$ cat src/rtl/instr_fetch_unit.sv
// Fetch stage: owns the PC, fetches 16-bit words over req/ack and hands them to the decoder.
// Latency: ack and ready in their earliest cycles give one instruction every 2 cycles.
// Backpressure: while instr_valid is held the unit stops fetching; redirects squash or cancel in-flight work.
module instr_fetch_unit #(
   parameter int                 ADDR_W   = 6,
   parameter int                 INSTR_W  = 16,
   parameter logic [ADDR_W-1:0]  RESET_PC = '0
) (
   input  logic                clk,
   input  logic                rst,
   output logic                imem_req,
   output logic [ADDR_W-1:0]   imem_addr,
   input  logic                imem_ack,
   input  logic [INSTR_W-1:0]  imem_rdata,
   output logic [INSTR_W-1:0]  instr,
   output logic                instr_valid,
   input  logic                instr_ready,
   output logic [ADDR_W-1:0]   instr_pc,
   input  logic                redirect,
   input  logic [ADDR_W-1:0]   redirect_target,
   output logic                halted
);

   typedef enum logic [1:0] {
      S_FETCH  = 2'd0,
      S_HOLD   = 2'd1,
      S_HALTED = 2'd2
   } state_e;

   localparam logic [4:0] OP_HALT = 5'b11111;

   state_e               state_q, state_d;
   logic [ADDR_W-1:0]    pc_q, pc_d;
   logic [ADDR_W-1:0]    pending_pc_q, pending_pc_d;
   logic                 squash_q, squash_d;
   logic                 imem_req_q, imem_req_d;
   logic [INSTR_W-1:0]   instr_q, instr_d;
   logic                 instr_valid_q, instr_valid_d;
   logic [ADDR_W-1:0]    instr_pc_q, instr_pc_d;
   logic                 halted_q, halted_d;
   logic                 ack_fire;

   // An ack only counts while our own request is up.
   assign ack_fire = imem_req_q & imem_ack;

   // State register; reset abandons any outstanding request.
   always_ff @(posedge clk) begin
      if (rst) begin
         state_q       <= S_FETCH;
         pc_q          <= RESET_PC;
         pending_pc_q  <= RESET_PC;
         squash_q      <= 1'b0;
         imem_req_q    <= 1'b0;
         instr_q       <= '0;
         instr_valid_q <= 1'b0;
         instr_pc_q    <= '0;
         halted_q      <= 1'b0;
      end else begin
         state_q       <= state_d;
         pc_q          <= pc_d;
         pending_pc_q  <= pending_pc_d;
         squash_q      <= squash_d;
         imem_req_q    <= imem_req_d;
         instr_q       <= instr_d;
         instr_valid_q <= instr_valid_d;
         instr_pc_q    <= instr_pc_d;
         halted_q      <= halted_d;
      end
   end

   // Next-state logic: fetch, hold for the decoder, or stop on a consumed HALT.
   always_comb begin
      state_d       = state_q;
      pc_d          = pc_q;
      pending_pc_d  = pending_pc_q;
      squash_d      = squash_q;
      imem_req_d    = imem_req_q;
      instr_d       = instr_q;
      instr_valid_d = instr_valid_q;
      instr_pc_d    = instr_pc_q;
      halted_d      = halted_q;

      case (state_q)
         S_FETCH: begin
            imem_req_d = 1'b1;
            if (ack_fire) begin
               // Request completes; req drops for one cycle whatever happens to the data.
               imem_req_d = 1'b0;
               if (squash_q) begin
                  squash_d = 1'b0;
                  pc_d     = redirect ? redirect_target : pending_pc_q;
               end else if (redirect) begin
                  pc_d = redirect_target;
               end else begin
                  instr_d       = imem_rdata;
                  instr_pc_d    = pc_q;
                  pc_d          = pc_q + ADDR_W'(1);
                  instr_valid_d = 1'b1;
                  state_d       = S_HOLD;
               end
            end else if (redirect) begin
               // imem_addr must stay put under an open request, so park the target.
               if (imem_req_q) begin
                  squash_d     = 1'b1;
                  pending_pc_d = redirect_target;
               end else begin
                  pc_d = redirect_target;
               end
            end
         end
         S_HOLD: begin
            if (redirect) begin
               // Redirect beats a same-cycle accept, including of a held HALT.
               pc_d          = redirect_target;
               instr_valid_d = 1'b0;
               imem_req_d    = 1'b1;
               state_d       = S_FETCH;
            end else if (instr_ready) begin
               instr_valid_d = 1'b0;
               if (instr_q[INSTR_W-1 -: 5] == OP_HALT) begin
                  halted_d = 1'b1;
                  state_d  = S_HALTED;
               end else begin
                  imem_req_d = 1'b1;
                  state_d    = S_FETCH;
               end
            end
         end
         S_HALTED: begin
            imem_req_d    = 1'b0;
            instr_valid_d = 1'b0;
            halted_d      = 1'b1;
         end
         default: begin
            state_d = S_FETCH;
         end
      endcase
   end

   assign imem_req    = imem_req_q;
   assign imem_addr   = pc_q;
   assign instr       = instr_q;
   assign instr_valid = instr_valid_q;
   assign instr_pc    = instr_pc_q;
   assign halted      = halted_q;

endmodule

$ cat config.mk
export PLATFORM = sky130hd
export DESIGN_NAME = instr_fetch_unit
export DESIGN_NICKNAME = d
export VERILOG_FILES = /design/src/rtl/instr_fetch_unit.sv
export SDC_FILE = /design/constraint.sdc
export NUM_CORES = 1
export LEC_CHECK = 0
export CAP_MARGIN = 15
export CORE_ASPECT_RATIO = 1.75
export CORE_MARGIN = 2
export CORE_UTILIZATION = 45
export CTS_BUF_LIST = sky130_fd_sc_hd__clkbuf_2 sky130_fd_sc_hd__clkbuf_4 sky130_fd_sc_hd__clkbuf_8
export DETAILED_ROUTE_END_ITERATION = 8
export GPL_TIMING_DRIVEN = 0
export MAX_ROUTING_LAYER = met4
export PLACE_DENSITY = 0.9
export SLEW_MARGIN = 20
export SYNTH_ARGS = -nofsm -noshare
export SYNTH_HDL_FRONTEND = slang
export SYNTH_SLANG_ARGS = --single-unit
$ cat constraint.sdc
create_clock -name clk -period 1.71 [get_ports clk]
set_input_delay 0.2565 -clock clk [delete_from_list [all_inputs] [get_ports clk]]
set_output_delay 0.2565 -clock clk [all_outputs]
set_load 0.05 [all_outputs]
Word level (Yosys, flattened, before mapping)
Cells that the tools add are included.

storage, ports and cells
  word-level logic and storage cells = 76
  bits in registers = 40

cells by class
  mux-type cells = 33
  reductions and logical operators = 14
  bitwise operators = 5
  $add $sub $neg = 1
  eq/ne operators = 14

operator list
  kind                                                                    count
  6-bit 2-to-1 mux                                                        7
  4-bit AND reduction                                                     4
  1-bit 2-to-1 mux                                                        15
  2-bit inequality test (second input constant)                           7
  2-bit 2-to-1 mux                                                        6
  3-bit inequality test (second input constant)                           4
  6-bit one-hot mux with 2 select lines                                   1
  5-bit AND reduction                                                     2
  2-bit nonzero test                                                      4
  6-bit by 1-bit adder with 6-bit output (second input constant)          1
  1-bit one-hot mux with 3 select lines                                   2
  2-bit one-hot mux with 3 select lines                                   1
  3-bit AND reduction                                                     2
  5-bit equality test (second input constant)                             1
  1-bit NOT                                                               4
  3-bit nonzero test                                                      1
  2-bit by 1-bit equality test with 1-bit output (second input constant)  1
  2-bit equality test (second input constant)                             1
  2-bit logical NOT                                                       1
  1-bit one-hot mux with 2 select lines                                   1
  1-bit bitwise AND                                                       1

Logic depth before layout (Yosys ltp)
  depth in word-level cells = 5
  mapped depth = 8

Worst setup path after synthesis
Ideal clock, no wire load.

  path kind = register to register
  start = register imem_req_q, in the netlist imem_req
  end = register pc_q[3], in the netlist imem_addr[3]
  period minus slack after synthesis = 1.656 ns
  setup time = 0.091 ns
  required time = 1.619 ns
  stages on the path, launching flop included = 7
  buffers on the path = 2
  arrival time = 1.566 ns
  path slack = 0.054 ns
  cells stage by stage = dfxtp_1 > buf_4 > and2b_1 > o221a_2 > buf_6 > nor2_1 > a311oi_1

on the way
  word-level cells in the longest chain between the ends = 3
  elaborated cells on any way between the ends = 6
  those cells by class = eq/ne (2); mux (2); bitwise (1); reduce/logical (1)

ends and longest elaborated chain
  item                                                                                           RTL line  text
  from (decl)                                                                                    36        logic imem_req_q, imem_req_d;
  from (signal assigned)                                                                         63        imem_req_q <= imem_req_d;
  1-bit bitwise AND                                                                              44        assign ack_fire = imem_req_q & imem_ack;
  3-bit inequality test (no source line) or 6-bit 2-to-1 mux (tied branches)                     n/a
  4-bit AND reduction (no source line) or 6-bit one-hot mux with 2 select lines (tied branches)  n/a
  to (signal assigned)                                                                           60        pc_q <= pc_d;
  to (decl)                                                                                      33        logic [ADDR_W-1:0] pc_q, pc_d;

Parallel ways exist; a longest one is shown, timed or not.
A chain may end at the register's enable or synchronous reset.

Worst setup path after layout
  start = register instr_q[9], in the netlist instr[9]
  end = output port instr[9]

RTL lines
  item                    RTL line  text
  from (decl)             37        logic [INSTR_W-1:0] instr_q, instr_d;
  from (signal assigned)  64        instr_q <= instr_d;
  to (decl)               15        output logic [INSTR_W-1:0] instr,

No word-level cell between the ends.

==> impl_metrics.prom <==
# TYPE chip_impl_metric gauge
chip_impl_metric{name="mappedNetlistNets",unit=""} 250
chip_impl_metric{name="fillers",unit=""} 314
chip_impl_metric{name="num_vias",unit=""} 1748
chip_impl_info{name="min_path_type",value="primary input to flip-flop"} 1
chip_impl_metric{name="final.setup_skew",unit="ns"} 0.00292
chip_impl_metric{name="fp.dieArea",unit="mm2"} 0.00467
chip_impl_metric{name="reg2reg_slack",unit="ns"} 0.09
chip_impl_metric{name="fp.dieW",unit="um"} 52.5
chip_impl_metric{name="drt-total-wl",unit="mm"} 4.62
chip_impl_metric{name="clk_pin_slew",unit="ns"} 0.07
chip_impl_info{name="highest_layer_used_for_signal_routing",value="met4"} 1
chip_impl_metric{name="finalWeightedCongestion",unit=""} 0.866
chip_impl_metric{name="maxSlewViolCount",unit=""} 0
chip_impl_metric{name="critPathBufInv",unit=""} 1
chip_impl_metric{name="grt_max_degree",unit=""} 12
chip_impl_metric{name="synth_enable_flop_cells",unit=""} 0
chip_impl_info{name="min_from",value="rst"} 1
chip_impl_metric{name="hold_buffers",unit=""} 0
chip_impl_info{name="timing.critical_path.to_type",value="primary output"} 1
chip_impl_metric{name="postSynthCellCount",unit=""} 218
chip_impl_metric{name="synth.avg_cell_area",unit="um2"} 8.51
chip_impl_info{name="status",value="complete, no violations"} 1
chip_impl_metric{name="power_density",unit="mW/mm2"} 838
chip_impl_info{name="critical-path-top-delay-family",value="buffers and inverters"} 1
chip_impl_metric{name="antenna_left",unit=""} 0
chip_impl_metric{name="cp_arrival",unit="ns"} 1.42
chip_impl_metric{name="core_area",unit="mm2"} 0.00390
chip_impl_metric{name="synth-async-reset-ratio",unit="%"} 0
chip_impl_metric{name="dpl.hpwl",unit="mm"} 3.40
chip_impl_metric{name="port_buffers",unit=""} 55
chip_impl_metric{name="die_h",unit="um"} 88.9
chip_impl_metric{name="fin_crit",unit="ns"} 1.68
chip_impl_info{name="hold-path-endpoint",value="instr[7]"} 1
chip_impl_info{name="reg2reg_from",value="state_q[1]"} 1
chip_impl_info{name="cts_tree",value="built"} 1
chip_impl_metric{name="max_cap_viol_count",unit=""} 0
chip_impl_info{name="critical_path.cell_chain",value="clkdlybuf4s50_1"} 1
chip_impl_metric{name="reg2regPathDepth",unit=""} 6
chip_impl_metric{name="area.growth.synth_to_final",unit="%"} 40.3
chip_impl_metric{name="grt_first_pass_wirelength",unit="mm"} 7.28
chip_impl_metric{name="standard_cell_row_count",unit=""} 30
chip_impl_metric{name="tritoncts.num_buffers",unit=""} 5
chip_impl_metric{name="vdd_drop_max",unit="V"} 0.000594
chip_impl_metric{name="antenna_found_initial",unit=""} 0
chip_impl_metric{name="ys.warnings.count",unit=""} 0
chip_impl_metric{name="max-clock-path-buffers",unit=""} 2
chip_impl_metric{name="final_min_period_over_clock_period",unit="%"} 98.3
chip_impl_info{name="rsz_0062_raised_after_global_routing",value="false"} 1
chip_impl_metric{name="post_synth_num_cell_types",unit=""} 36
chip_impl_metric{name="drive_above_1_share",unit="%"} 10.7
chip_impl_metric{name="clk_latency",unit="ns"} 0.29
chip_impl_info{name="critical_setup_path_class",value="flip-flop to primary output"} 1
chip_impl_info{name="layout.cells.most_common",value="sky130_fd_sc_hd__nand2_1"} 1
chip_impl_info{name="crit_path_start_kind",value="flip-flop"} 1
chip_impl_metric{name="drtPass1Iterations",unit=""} 4
chip_impl_metric{name="route.detailed.vias_per_inst",unit=""} 5.31
chip_impl_metric{name="synth_sequential_area_ratio",unit="%"} 43.2
chip_impl_metric{name="synth_area",unit="mm2"} 0.00185
chip_impl_metric{name="number_of_register_bits_inferred_by_synthesis",unit=""} 40
chip_impl_metric{name="drt-met1-wl",unit="mm"} 1.67
chip_impl_metric{name="dpl_worst_slack",unit="ns"} -0.294
chip_impl_metric{name="maxSlewHeadroom",unit="%"} 64.5
chip_impl_metric{name="remaining_drc_errors",unit=""} 0
chip_impl_metric{name="timing.critical_path.required",unit="ns"} 1.45
chip_impl_metric{name="num_antenna_cells",unit=""} 0
chip_impl_metric{name="cts-htree-levels",unit=""} 2
chip_impl_info{name="most-common-layout-cells",value="sky130_fd_sc_hd__nand2_1 (50), sky130_fd_sc_hd__dfxtp_1 (38), sky130_fd_sc_hd__clkdlybuf4s50_1 (32), sky130_fd_sc_hd__a21oi_1 (27), sky130_fd_sc_hd__nor2_1 (15)"} 1
chip_impl_metric{name="static-leakage-power",unit="uW"} 0.00119
chip_impl_info{name="clk_root_buffer_cell",value="sky130_fd_sc_hd__clkbuf_8"} 1
chip_impl_metric{name="drt-wirelength-per-cell",unit="um"} 14.0
chip_impl_metric{name="initial_utilization",unit="%"} 47.5
chip_impl_metric{name="met2RoutedLength",unit="mm"} 2.55
chip_impl_metric{name="fmaxAchievable",unit="MHz"} 595
chip_impl_metric{name="report.final.setup_viol",unit=""} 0
chip_impl_info{name="rr_endpoint",value="imem_req"} 1
chip_impl_metric{name="io-pin-count",unit=""} 58
chip_impl_metric{name="layout.nets",unit=""} 313
chip_impl_metric{name="crit_path_max_incr_delay",unit="ns"} 0.80
chip_impl_metric{name="final_cell_count_no_fill",unit=""} 329
chip_impl_metric{name="timing.critical_path.fanout_max",unit=""} 2
chip_impl_metric{name="groute.usage.overall",unit="%"} 21.4
chip_impl_info{name="crit_path_top_delay_cell",value="sky130_fd_sc_hd__clkdlybuf4s50_1"} 1
chip_impl_metric{name="met3WireLength",unit="um"} 231
chip_impl_metric{name="hold_path_depth",unit=""} 2
chip_impl_metric{name="clkSinkCount",unit=""} 40
chip_impl_metric{name="worst_slack",unit="ns"} 0.0295
chip_impl_metric{name="remaining_global_route_overflow",unit=""} 0
chip_impl_metric{name="hold_violations",unit=""} 0
chip_impl_metric{name="place_inst",unit=""} 321
chip_impl_metric{name="first_iter_violations",unit=""} 36
chip_impl_metric{name="grt_pass1_vias",unit=""} 1586
chip_impl_info{name="postSynth.topFlopCell",value="sky130_fd_sc_hd__dfxtp_1"} 1
chip_impl_metric{name="worst_pin_slew",unit="ns"} 0.532
-- power by group --
part           total (uW)  internal, uW  leakage, uW  switching [uW]
logic                 490           201     0.000810             289
registers            1030           977     0.000327            51.2
clock network         663           359    0.0000503             304
-- through the flow --
step	instance area (um2)	total power [uW]	TNS [ns]	util [%]	hold WS (ns)
after floorplan	1850	1360	0	-	0.376
after global placement	2460	1530	-4.73	63.1	0.441
after detailed placement	2460	1540	-5.65	63.1	0.448
after CTS	2550	2190	0	65.3	0.359
after global routing	2600	2280	0	66.6	0.387
final	2600	2180	0	66.6	0.373
-- how the worst max path moves through the flow --
stage	startpoint	endpoint	slack, ns	cells past startpoint
6_report	instr[9]	instr[9]	0.03	1
5_1_grt	instr_pc[2]	instr_pc[2]	0.004	1
4_1_cts	instr[10]	instr[10]	0.008	1
3_5_place_dp	imem_ack	instr[4]	-0.29	6
3_3_place_gp	imem_ack	instr[1]	-0.24	6
2_1_floorplan	imem_req	imem_addr[3]	0.05	6
-- Yosys cell counts (all sizes together), types with 2 or more instances --
cell type	count	area (um2)
nand3	5	25.0
o211ai	4	30.0
inv	5	18.8
o21ai	3	15.0
nand2	50	188
a211oi	7	62.6
ha	5	62.6
mux2i	12	120
clkbuf	6	22.5
nor2	15	56.3
nand2b	6	37.5
xnor2	3	26.3
buf	9	71.3
nor3b	2	25.0
a21oi	27	135
a311oi	3	26.3
dfxtp	40	801
-- routing by layer --
layer	GRT usage, %	up-vias
li1	-	874
met3	4.85	16
met5	-	-
met1	21.5	801
met4	11.7	0
met2	37.3	57
-- repair_timing --
item	CTS	global route
endpoints found under the setup margin	33	43
resized for setup	15	21
buffers inserted	0	1
pin swaps	0	1
-- sequential cells by signal, indices dropped and copies added (netlist names), 2 cells and up --
register / flops
imem_addr: 6
instr_pc: 6
state_q: 2
instr: 16
pending_pc_q: 6
-- logic make-up (layout without fill, tap and decap cells) --
group,Yosys count,in the layout,synth area share (%)
adder cells (fa/ha/maj),5,5,3.37
XOR/XNOR,3,3,1.42
multiplexers,13,13,7.09
flip-flops,40,40,43.2
AO/OA/AOI/OAI,49,49,16.7
buffers and inverters,20,83,6.07
AND/OR/NAND/NOR,88,88,22.1
-- final cells by class --
class	count	area, um2	area share (%)
Tap cell	48	60.1	2.31
Buffer	15	104	3.99
Inverter	5	18.8	0.722
Timing Repair Buffer	56	567	21.8
Multi-Input combinational cell	158	952	36.6
Clock buffer	7	96.3	3.70
Sequential cell	40	803	30.9
Note: power is estimated with default switching activity, not from simulation.
==> variant 1, RTL diff (same settings) <==
Add an input register stage for `redirect_target`; this delays it by one clock. The other inputs are not delayed to match.
--- a/src/rtl/instr_fetch_unit.sv
+++ b/src/rtl/instr_fetch_unit.sv
@@ -29,4 +29,10 @@
 
    localparam logic [4:0] OP_HALT = 5'b11111;
+
+   logic [ADDR_W-1:0] redirect_target_q;
+
+   always_ff @(posedge clk) begin
+      redirect_target_q <= redirect_target;
+   end
 
    state_e               state_q, state_d;
@@ -89,7 +95,7 @@
                if (squash_q) begin
                   squash_d = 1'b0;
-                  pc_d     = redirect ? redirect_target : pending_pc_q;
+                  pc_d     = redirect ? redirect_target_q : pending_pc_q;
                end else if (redirect) begin
-                  pc_d = redirect_target;
+                  pc_d = redirect_target_q;
                end else begin
                   instr_d       = imem_rdata;
@@ -103,7 +109,7 @@
                if (imem_req_q) begin
                   squash_d     = 1'b1;
-                  pending_pc_d = redirect_target;
+                  pending_pc_d = redirect_target_q;
                end else begin
-                  pc_d = redirect_target;
+                  pc_d = redirect_target_q;
                end
             end
@@ -112,5 +118,5 @@
             if (redirect) begin
                // Redirect beats a same-cycle accept, including of a held HALT.
-               pc_d          = redirect_target;
+               pc_d          = redirect_target_q;
                instr_valid_d = 1'b0;
                imem_req_d    = 1'b1;
Behaviour: not the same (Yosys sat finds a counterexample within 4 cycles, from zero or initial values and one cycle with rst high).
==> variant 1 against the original RTL <==
Worst setup slack got worse by 0.0058 ns. Clock power increased by 24%. Wire length increased by 12%. Total power increased by 15%. Sequential share of layout area increased by 1.8 points. Sequential cell count increased by 6. Fmax decreased by 0.34%. Die area increased by 3.0%. Global-route usage increased by 0.44 points. Area after synthesis increased by 3.2%. Final area increased by 9.0%. Critical path type is now register to register. Largest cell class unchanged.
==> variant 1: results (changes against the original RTL) <==
- Flip-flop count of the largest register after layout: 16 (unchanged)
- Syn Area/Cell: 8.433 um^2 (-0.85%)
- Slowest CP cell: or3_4
- Pin count of the biggest net entering global routing: 14 (+2)
- Fillers: 303 (-3.5%)
- Syn nets: 259 (+3.6%)
- CP max FO: 4 (+2)
- Reg clk slew, reported paths: around 0.08 ns
- Worst Hold Class: input port to register
- Drt pass-1 iters: 4 (unchanged)
- Initial antenna violation count: 0 (unchanged)
- Post-synth cell types: 35 (-2.8%)
- Sequential element share of the synthesized area: 48.10% (+4.9 points)
- Hold Path Depth: 2 (unchanged)
- Worst reg2reg path depth: 7 (+1)
- Fin nets: 328 (+4.8%)
- Vias in the first global route: 1797 (+13%)
- Crit path largest cell delay: 0.42 ns (-0.38 ns)
- Starting DRT DRC Count: 40 (+11%)
- DP HPWL: 3.360 mm (-1.3%)
- VDD IR max: 0.8813 mV (+48%)
- Total Wirelength: 5.190 mm (+12%)
- WP data arrival: 1.92 ns (+0.50 ns)
- Post-synth top cells: nand2_1 (50), dfxtp_1 (46), a21oi_1 (29)
- Max Buffers Root-to-Sink: 2 (unchanged)
- Mean routed wirelength per cell: 15.00 um (+6.8%)
- Sw frac: 28.31% (-1.2 points)
- I/O Buffers: 56 (+1.8%)
- Vias: 1914 (+9.5%)
- ANT cells: 0 (unchanged)
- Clock root buffer: clkbuf_8
- H-tree levels: 2 (unchanged)
- Measured slew at the worst slew-check pin: 0.5052 ns (-0.02673 ns)
- Outcome: complete, no violations
- Fraction of layout cells with a size suffix above 1: 14.14% (+3.5 points)
- Leak: 1.361 nW (+15%)
- Post-synth ARST share: 0% (unchanged)
- Final GP Congestion: 0.8450 (-2.5%)
- Synth Warn #: 0 (unchanged)
- Placed cell area: 0.002537 mm^2 (+2.9%)
- Worst-Skew Late Latency: ~0.30 ns
- All-Layer GR Usage: 21.83% (+0.44 points)
- Area contributors post-synth: dfxtp_1 (48%), nand2_1 (9.8%), a21oi_1 (7.6%)
- CP delay by family, top: simple AND/OR/NAND/NOR gates
- Num CTS Buffers: 5 (unchanged)
- First-pass GRT wire length: 7.803 mm (+7.2%)
- Layout Skew: 0.004997 ns (+0.002073 ns)
[variant 1: kinds of logic after synthesis]
family	Yosys count	share of synthesized area, %
and+or+nand+nor	87	20.52
AOI/OAI and AO/OA	55	16.99
DFF	46	48.10
buffers and inverters	21	4.510
muxes	10	5.229
adders and majority gates	5	3.268
xor gates and xnor gates	3	1.373
[variant 1: per-stage QoR]
step	TNS, ns	power, mW	setup WS, ns
final	0	2.517	0.02368
after global routing	-0.1078	2.608	-0.03970
after CTS	0	2.478	0.001510
after detailed placement	-11.58	1.677	-0.4463
after global placement	-10.18	1.667	-0.3851
after floorplan	0	1.494	0.03476
[variant 1: layer usage]
layer / global-route usage [%] / up-vias / wire, um
met5: - / - / 0
met4: 13.25 / 0 / 210
met3: 3.477 / 16 / 261
met2: 35.91 / 67 / 2782
met1: 23.33 / 919 / 1936
li1: - / 912 / -
[variant 1: worst paths after layout]
path | start | end | slack [ns]
hold reg to reg | instr_pc[3] | instr_pc[3] | 0.46
hold / removal | rst | instr[5] | 0.37
setup reg to reg | state_q[1] | state_q[0] | 0.02
setup / recovery | state_q[1] | state_q[0] | 0.02
[variant 1: worst register-to-register path: stages (launching register included)]
cell     delay (ns)
dfxtp_4        0.35
inv_2          0.08
ha_4           0.15
buf_6          0.12
nand3_4        0.08
or3_4          0.42
o32a_1         0.36
nor2_1         0.07
[variant 1: power by group through the flow]
stage / registers, mW / logic, mW / clock network [mW]
after global routing: 1.18 / 0.549 / 0.875
final: 1.18 / 0.514 / 0.825
after floorplan: 1.32 / 0.177 / 0
after global placement: 1.20 / 0.469 / 0
after CTS: 1.17 / 0.474 / 0.830
after detailed placement: 1.20 / 0.478 / 0
[variant 1: cell type report]
cell class / count / area (um^2) / share of cell area [%]
inverter: 5 / 18.77 / 0.6620
buffer: 15 / 96.34 / 3.398
sequential: 46 / 927.1 / 32.70
tap: 49 / 61.31 / 2.162
clock inverter: 1 / 30.03 / 1.059
timing repair buffer: 63 / 634.4 / 22.37
multi-input combinational: 160 / 983.4 / 34.69
clock buffer: 7 / 83.83 / 2.957
[variant 1: repair_timing]
action | in CTS | in global routing
gates resized for setup | 38 | 29
hold buffers | 0 | 0
setup endpoints to repair | 46 | 47
setup buffers | 0 | 7
pin swaps | 0 | 6
==> variant 2, RTL diff (same settings) <==
Made on the original files. Change the parameter `INSTR_W` from 16 to 18.
--- a/src/rtl/instr_fetch_unit.sv
+++ b/src/rtl/instr_fetch_unit.sv
@@ -4,5 +4,5 @@
 module instr_fetch_unit #(
    parameter int                 ADDR_W   = 6,
-   parameter int                 INSTR_W  = 16,
+   parameter int                 INSTR_W  = 18,
    parameter logic [ADDR_W-1:0]  RESET_PC = '0
 ) (
Interface: changed (resized imem_rdata and instr); port bits go from 58 to 62. No check against the original RTL was run, so the function may have changed too.
==> variant 2 against the original RTL <==
Wire length grew 4.8%. Critical path type unchanged. Synthesized cell count grew 4.1%. Area after synthesis increased by 2.5%. Combinational power up 3%. Total power shrank 0.65%. Worst setup slack gained 0.0063 ns. Global-route usage up 0.29 points. Sequential cell count grew 2. Non-clock buffer count is 8 higher. Final area increased by 6.0%.
==> variant 2: results (changes against the original RTL) <==
- Measured slew at the worst slew-check pin: 0.5198 ns (-0.01210 ns)
- Critical Path Source: imem_req
- Drt via density: 5.296 (-0.33%)
- Hold path startpoint: rst
- Worst hold slack: 0.3409 ns (-0.03209 ns)
- Clock buf/inv share: 2.860% (-0.84 points)
- Seq area share: 30.73% (-0.15 points)
- Layout Skew: 0.005854 ns (+0.002931 ns)
- H-tree levels: 2 (unchanged)
- Inverters: 7 (+2)
- Placed cell area: 0.002554 mm^2 (+3.6%)
- Yosys reg bits: 42 (+5.0%)
- Starting DRT DRC Count: 26 (-28%)
- Internal power: 1.503 mW (-2.2%)
- All-Layer GR Usage: 21.68% (+0.29 points)
- Post-Route M1 WL: 1.710 mm (+2.6%)
- Clock buffer cells: 5 (-2)
- Post-synth top cells: nand2_1 (53), dfxtp_1 (42), a21oi_1 (31)
- Achievable clock frequency: 0.5973 GHz (+0.37%)
- Sequential element share of the synthesized area: 44.24% (+1.1 points)
- Met3 wire len: 237 um (+2.6%)
- Multi-input gate share of total cell area: 35.22% (-1.4 points)
- Comb_multi_in: 161 (+1.9%)
- Area contributors post-synth: dfxtp_1 (44%), nand2_1 (10%), a21oi_1 (8.2%)
- Mean routed wirelength per cell: 14.03 um (about the same)
- Met2 WL post-DR: 2.790 mm (+9.5%)
- I/O Buffers: 59 (+7.3%)
- Fraction of layout cells with a size suffix above 1: 11.49% (+0.81 points)
- Hold Path End: imem_addr[5]
- Leak: 1.413 nW (+19%)
- Fillers: 320 (+1.9%)
- Clk pwr share: 27.6% (-2.8 points)
- Flip-flop count of the largest register after layout: 18 (+2)
- GR Util met2: 40.00% (+2.7 points)
- Final GP Congestion: 0.8278 (-4.4%)
- Non-clock buffer share: 28.01% (+2.2 points)
- Non-Clock Buffer Count: 79 (+11%)
- FF-to-FF setup slack: 0.07 ns (-0.02 ns)
- VDD IR max: 0.5137 mV (-14%)
- Pin count of the biggest net entering global routing: 13 (+1)
- Drt pass-1 iters: 5 (+1)
- Fin nets: 330 (+5.4%)
- Outcome: complete, no violations
- DP HPWL: 3.625 mm (+6.5%)
- P_comb: 0.503 mW (+3%)
- Vias in the first global route: 1805 (+14%)
- First-pass GRT wire length: 7.576 mm (+4.1%)
- Post-synth cell types: 40 (+11%)
- Syn nets: 261 (+4.4%)
## variant 2: per-stage QoR
stage               util, %  setup TNS, ns  total power [mW]  std cells  setup WS [ns]
finish                67.04              0             2.167        345        0.03574
global route          67.04       -0.02275             2.257        345       -0.01245
CTS                   64.18              0             2.159        343      0.0002219
detailed placement    62.11         -5.101             1.581        335        -0.3415
global placement      62.11         -3.616             1.569        335        -0.2516
floorplan                 -              0             1.395        227        0.05434
## variant 2: cells by family after synthesis
logic type / after synthesis / synth area share (%)
flip-flops: 42 / 44.24
AO/OA/AOI/OAI: 52 / 16.99
XOR/XNOR: 2 / 0.9218
adder cells (fa/ha/maj): 5 / 3.292
multiplexers: 11 / 5.794
buffers and inverters: 24 / 7.044
AND/OR/NAND/NOR: 91 / 21.73
## variant 2: what timing repair did
action,4_1_cts,5_1_grt
pin swaps,2,2
endpoints found under the hold margin,0,0
hold buffers,0,0
setup buffers,1,2
endpoints found under the setup margin,15,55
gates resized for setup,16,33
